--- config.mk ---
export PLATFORM = sky130hd
export DESIGN_NAME = writeback_unit
export DESIGN_NICKNAME = d
export VERILOG_FILES = /design/src/rtl/writeback_unit.sv
export SDC_FILE = /design/constraint.sdc
export NUM_CORES = 1
export LEC_CHECK = 0
export BUFFER_PORTS_ARGS = -buffer_cell sky130_fd_sc_hd__buf_2
export CAP_MARGIN = 25
export CORE_MARGIN = 1.5
export CORE_UTILIZATION = 43
export DETAILED_ROUTE_END_ITERATION = 8
export GPL_ROUTABILITY_DRIVEN = 0
export GPL_TIMING_DRIVEN = 0
export PLACE_DENSITY = 0.73
export RECOVER_POWER = 50
export SLEW_MARGIN = 40
export SYNTH_ARGS = -nofsm -noshare
export SYNTH_HDL_FRONTEND = slang
export SYNTH_SLANG_ARGS = --single-unit
--- constraint.sdc ---
create_clock -name clk -period 2.2 [get_ports clk]
set_input_delay 0.44 -clock clk [delete_from_list [all_inputs] [get_ports clk]]
set_output_delay 0.44 -clock clk [all_outputs]
set_load 0.01 [all_outputs]
--- src/rtl/writeback_unit.sv ---
// Write-back stage: in-order elastic queue of completed results, retired as a
// one-cycle register-file write / busy-release strobe. Optional WB_FORWARD_EN adds a forwarding search.
module writeback_unit #(
    parameter int DEPTH = 4,
    parameter int CNT_W = $clog2(DEPTH + 1)
) (
    input  logic             clk,
    input  logic             reset,
    input  logic             mem_valid,
    output logic             mem_ready,
    input  logic             mem_reg_write,
    input  logic             mem_to_reg,
    input  logic [4:0]       mem_rd,
    input  logic [31:0]      alu_data_out,
    input  logic [31:0]      mem_data_out,
    input  logic             wb_hold,
    output logic             reg_write,
    output logic [4:0]       reg_wr_addr_wb,
    output logic [31:0]      reg_wr_data,
    output logic [CNT_W-1:0] wb_count,
    output logic             wb_empty
`ifdef WB_FORWARD_EN
    ,
    input  logic [4:0]       fwd_query_addr,
    output logic             fwd_hit,
    output logic [31:0]      fwd_data
`endif
);
    localparam int PTR_W = $clog2(DEPTH);
    localparam logic [CNT_W-1:0] DEPTH_C = CNT_W'(DEPTH);

    logic [DEPTH-1:0][4:0]  rd_mem;
    logic [DEPTH-1:0][31:0] data_mem;

    logic [PTR_W-1:0] head_q, head_d, tail_q, tail_d;
    logic [CNT_W-1:0] count_q, count_d;
    logic             reg_write_q, reg_write_d;
    logic [4:0]       addr_q, addr_d;
    logic [31:0]      data_q, data_d;
    logic             push, pop;
    logic [31:0]      wr_data;

    assign mem_ready      = (count_q < DEPTH_C);
    assign wb_count       = count_q;
    assign wb_empty       = (count_q == '0);
    assign reg_write      = reg_write_q;
    assign reg_wr_addr_wb = addr_q;
    assign reg_wr_data    = data_q;
    assign wr_data        = mem_to_reg ? mem_data_out : alu_data_out;

    always_comb begin
        push        = mem_valid && mem_ready && mem_reg_write;
        pop         = (count_q != '0) && !wb_hold;
        head_d      = pop  ? head_q + PTR_W'(1) : head_q;
        tail_d      = push ? tail_q + PTR_W'(1) : tail_q;
        count_d     = count_q;
        if (push && !pop)
            count_d = count_q + CNT_W'(1);
        else if (pop && !push)
            count_d = count_q - CNT_W'(1);
        // r0 entries still drain the queue but never raise the strobe
        reg_write_d = pop && (rd_mem[head_q] != 5'd0);
        addr_d      = pop ? rd_mem[head_q]   : addr_q;
        data_d      = pop ? data_mem[head_q] : data_q;
    end

    always_ff @(posedge clk or posedge reset) begin
        if (reset) begin
            head_q      <= '0;
            tail_q      <= '0;
            count_q     <= '0;
            reg_write_q <= 1'b0;
            addr_q      <= '0;
            data_q      <= '0;
        end else begin
            head_q      <= head_d;
            tail_q      <= tail_d;
            count_q     <= count_d;
            reg_write_q <= reg_write_d;
            addr_q      <= addr_d;
            data_q      <= data_d;
        end
    end

    // Storage needs no reset: occupancy is tracked solely by the pointers/count.
    always_ff @(posedge clk) begin
        if (push) begin
            rd_mem[tail_q]   <= mem_rd;
            data_mem[tail_q] <= wr_data;
        end
    end

`ifdef WB_FORWARD_EN
    // Scan oldest to youngest so the last hit wins; the live strobe is oldest of all.
    always_comb begin
        fwd_hit  = 1'b0;
        fwd_data = '0;
        if (fwd_query_addr != 5'd0) begin
            if (reg_write_q && (addr_q == fwd_query_addr)) begin
                fwd_hit  = 1'b1;
                fwd_data = data_q;
            end
            for (int i = 0; i < DEPTH; i++) begin
                if ((CNT_W'(i) < count_q) && (rd_mem[head_q + PTR_W'(i)] == fwd_query_addr)) begin
                    fwd_hit  = 1'b1;
                    fwd_data = data_mem[head_q + PTR_W'(i)];
                end
            end
        end
    end
`endif

endmodule

==> results_dict.tcl <==
set metrics [dict create \
    run_status "completed" \
    synthesis.area_sq_um 7520 \
    worst_ep_arrival_time_ps 2450 \
    postSynthCellCount 348 \
    rsz0062_at_grt "no" \
    number_of_different_library_cells_in_the_post_synthesis_netlist 21 \
    area_growth_syn_to_layout_pct 19.4 \
    avgViaCountPerCell 5.09 \
    crit-reg2reg-capture "wb_count[2]" \
    dr.pass1.iters 4 \
    worst-endpoint-required_ps 2550 \
    start_util_pct 43.8 \
    setup_ws_ps 105 \
    max-slew-margin-rel_pct 45.9 \
    globalRouteOverflowTotal 0 \
    number_of_hold_violations_in_the_final_report 0 \
    drt_iter0_markers 192 \
    dr_wl_met2_um 7260 \
    via_count_of_the_first_global_routing_pass 3989 \
    path_clk_slew_ps 70 \
    first_pass_grt_wire_length_um 21500 \
    period_needed_ps 2090 \
    num_rows 48 \
    cts_htree_levels 4 \
    power.leakage_nw 3.19 \
    setup-violations-final 0 \
    postRouteWirelength_um 13800 \
    drtAntennaViolNets 0 \
    clk_path_buf_depth 2 \
    top_level_ports 118 \
    worst-path-max-fanout 4 \
    gr-usage-all-layers_pct 16.3 \
    vias 3692 \
    antenna_cells_inserted 0 \
    power-per-cell-area_nw_per_um2 1210 \
    timing_max_transition_violations_final 0 \
    tritoncts "yes" \
    tightestPinTransition_ps 812 \
    post-place-ws_ps -302 \
    final.fill_count 1407 \
    die_ht_um 135 \
    worst-r2r-cell-count 10 \
    min_path_type "input port to flop" \
    root_driver "sky130_fd_sc_hd__clkbuf_16" \
    cts_num_sinks 193 \
    synth_seq_area_share_pct 74.1 \
    wl_met1_um 5630 \
    synth_largest_type_area_fraction_pct 59.1 \
    synth_largest_area_cell "sky130_fd_sc_hd__edfxtp_1" \
    yosys_register_bits 193 \
    worst_clock_skew_ps 8.62 \
    port-buffer-count 116 \
    dr_wl_met3_um 643 \
    highest_layer "met4" \
    flop2flop_setup_slack_ps 110 \
    finalPower_mw 10.8 \
    ff_latch_area_sq_um 5570 \
    multi_input_comb_area_sq_um 1850 \
    tritoncts.num_buffers 17 \
    insertion_delay_ps 420 \
    final_layout_size_suffix_gt1_share_pct 39.8 \
    placeableCoreArea_sq_um 17200 \
    grt_antenna_before_repair 0 \
    netlist_top_cells_area "sky130_fd_sc_hd__edfxtp_1, sky130_fd_sc_hd__dfrtp_1, sky130_fd_sc_hd__mux4_2" \
    synthesis.nets 429 \
    ir_worst_vdd_v 0.000653 \
    timing.rr.start "wb_count[1]" \
    maximum_number_of_pins_on_one_net_before_global_route_repair 38 \
    maxCapViolCount 0 \
    final_net_count 568 \
    die_w_um 135 \
    cp_capture_point "wb_count[2]" \
    routed_wire_length_per_instance_um 19.0 \
    dieArea_sq_um 18300 \
    syn_avg_cell_area_sq_um 21.6 \
    synth-warning-count 0 \
    fmax_ghz 0.477 \
    final_min_period_over_clock_period_pct 95.2 \
    crit_type "flop to flop" \
    setup.worst_path.start_class "flop" \
    crit_start "wb_count[1]" \
    sort_of_element_at_the_end_of_the_critical_path "flop" \
    detailedPlacementHpwl_um 8700 \
    post-route-drc-count 0 \
]
flip-flops by register name, indices dropped and copies added, names as in the netlist:
signal          count
data_mem          128
reg_wr_data        32
rd_mem             20
reg_wr_addr_wb      5
wb_count            3
head_q              2
tail_q              2
reg_write           1
where the power goes:
part	total [mW]	internal, mW	leakage [nW]	switching [mW]
clock network	3.06	1.78	0.283	1.28
logic	2.86	1.45	1.04	1.41
registers	4.92	4.61	1.86	0.318
placed cells by master (no fill, tap or decap), types with 2 or more instances in the layout:
master / count
sky130_fd_sc_hd__buf_2: 75
sky130_fd_sc_hd__bufinv_16: 3
sky130_fd_sc_hd__inv_1: 4
sky130_fd_sc_hd__xor2_1: 2
sky130_fd_sc_hd__buf_6: 2
sky130_fd_sc_hd__clkinv_4: 2
sky130_fd_sc_hd__and2_4: 4
sky130_fd_sc_hd__mux2_1: 26
sky130_fd_sc_hd__nor2_1: 3
sky130_fd_sc_hd__edfxtp_1: 148
sky130_fd_sc_hd__clkinvlp_4: 2
sky130_fd_sc_hd__clkbuf_1: 55
sky130_fd_sc_hd__mux4_2: 37
sky130_fd_sc_hd__clkinv_2: 2
sky130_fd_sc_hd__xnor2_1: 4
sky130_fd_sc_hd__clkinv_1: 3
sky130_fd_sc_hd__dfrtp_1: 45
sky130_fd_sc_hd__inv_6: 2
sky130_fd_sc_hd__ha_1: 5
sky130_fd_sc_hd__mux2_2: 45
sky130_fd_sc_hd__clkbuf_16: 17
sky130_fd_sc_hd__buf_4: 3
cells in the mapped netlist:
library cell	n
sky130_fd_sc_hd__edfxtp_1	148
sky130_fd_sc_hd__mux2_2	70
sky130_fd_sc_hd__dfrtp_1	45
sky130_fd_sc_hd__mux4_2	37
sky130_fd_sc_hd__buf_2	10
sky130_fd_sc_hd__inv_1	6
sky130_fd_sc_hd__ha_1	5
sky130_fd_sc_hd__and2_1	4
sky130_fd_sc_hd__xnor2_1	4
sky130_fd_sc_hd__clkbuf_1	3
sky130_fd_sc_hd__nor2_1	3
sky130_fd_sc_hd__buf_1	2
sky130_fd_sc_hd__buf_6	2
sky130_fd_sc_hd__xor2_1	2
sky130_fd_sc_hd__a21oi_1	1
sky130_fd_sc_hd__and3_1	1
sky130_fd_sc_hd__fa_1	1
sky130_fd_sc_hd__mux2_1	1
sky130_fd_sc_hd__nor3_1	1
sky130_fd_sc_hd__nor3_2	1
sky130_fd_sc_hd__nor3b_1	1
how the worst min path moves through the flow:
stage	start	end	slack, ps	cells past startpoint
floorplan	reg_wr_data[24]	reg_wr_data[24]	530	1
global placement	reg_wr_addr_wb[0]	reg_wr_addr_wb[0]	480	1
detailed placement	reset	reg_wr_data[8]	390	2
CTS	mem_rd[4]	rd_mem[9]	210	1
global route	mem_rd[0]	rd_mem[10]	290	1
finish	mem_rd[4]	rd_mem[14]	280	1
what timing repair did:
action,4_1_cts,5_1_grt
pin swaps,1,1
gates resized for setup,3,0
hold buffers,1,0
setup buffers,1,3
setup endpoints to repair,2,2
hold endpoints to repair,12,0
per-layer routing:
metal | track usage (%) | vias to the layer above
li1 | - | 1670
met1 | 20.0 | 1901
met2 | 28.0 | 102
met3 | 3.70 | 19
met4 | 6.69 | 0
met5 | 0 | -
critical path: stages, from the launching register on:
cell                      delay, ps
sky130_fd_sc_hd__dfrtp_1        440
sky130_fd_sc_hd__nor3_4         250
sky130_fd_sc_hd__nor2_1          90
sky130_fd_sc_hd__buf_6          140
sky130_fd_sc_hd__inv_4           70
sky130_fd_sc_hd__ha_1           180
sky130_fd_sc_hd__inv_1           60
sky130_fd_sc_hd__fa_1           370
sky130_fd_sc_hd__xor2_1         170
sky130_fd_sc_hd__nor2_1         120
sky130_fd_sc_hd__xnor2_1        130
cell type report:
class | instances | area share [%]
Buffer | 15 | 0.892
Timing Repair Buffer | 122 | 6.44
Inverter | 6 | 0.293
Clock buffer | 18 | 4.78
Clock inverter | 14 | 1.80
Tap cell | 225 | 3.13
Multi-Input combinational cell | 132 | 20.6
Sequential cell | 193 | 62.0
cells by family after synthesis:
| group | synth area share [%] |
|---|---|
| xor+xnor | 0.699 |
| mux | 21.7 |
| flops | 74.1 |
| fa+ha+maj | 1.10 |
| buf+inv | 1.51 |
| simple gates | 0.865 |
| compound gates | 0.0665 |
through the flow:
step	hold slack [ps]	std cells	util (%)	TNS [ps]	cell area, sq um
2_1_floorplan	529	348	-	-59.3	7540
3_3_place_gp	484	689	48.9	-17570	8400
5_1_grt	292	725	52.3	0	8980
4_1_cts	213	723	52.6	0	9040
6_report	280	725	52.3	0	8980
3_5_place_dp	394	690	49.1	-554	8430
Power figures use the tool's default switching activity.
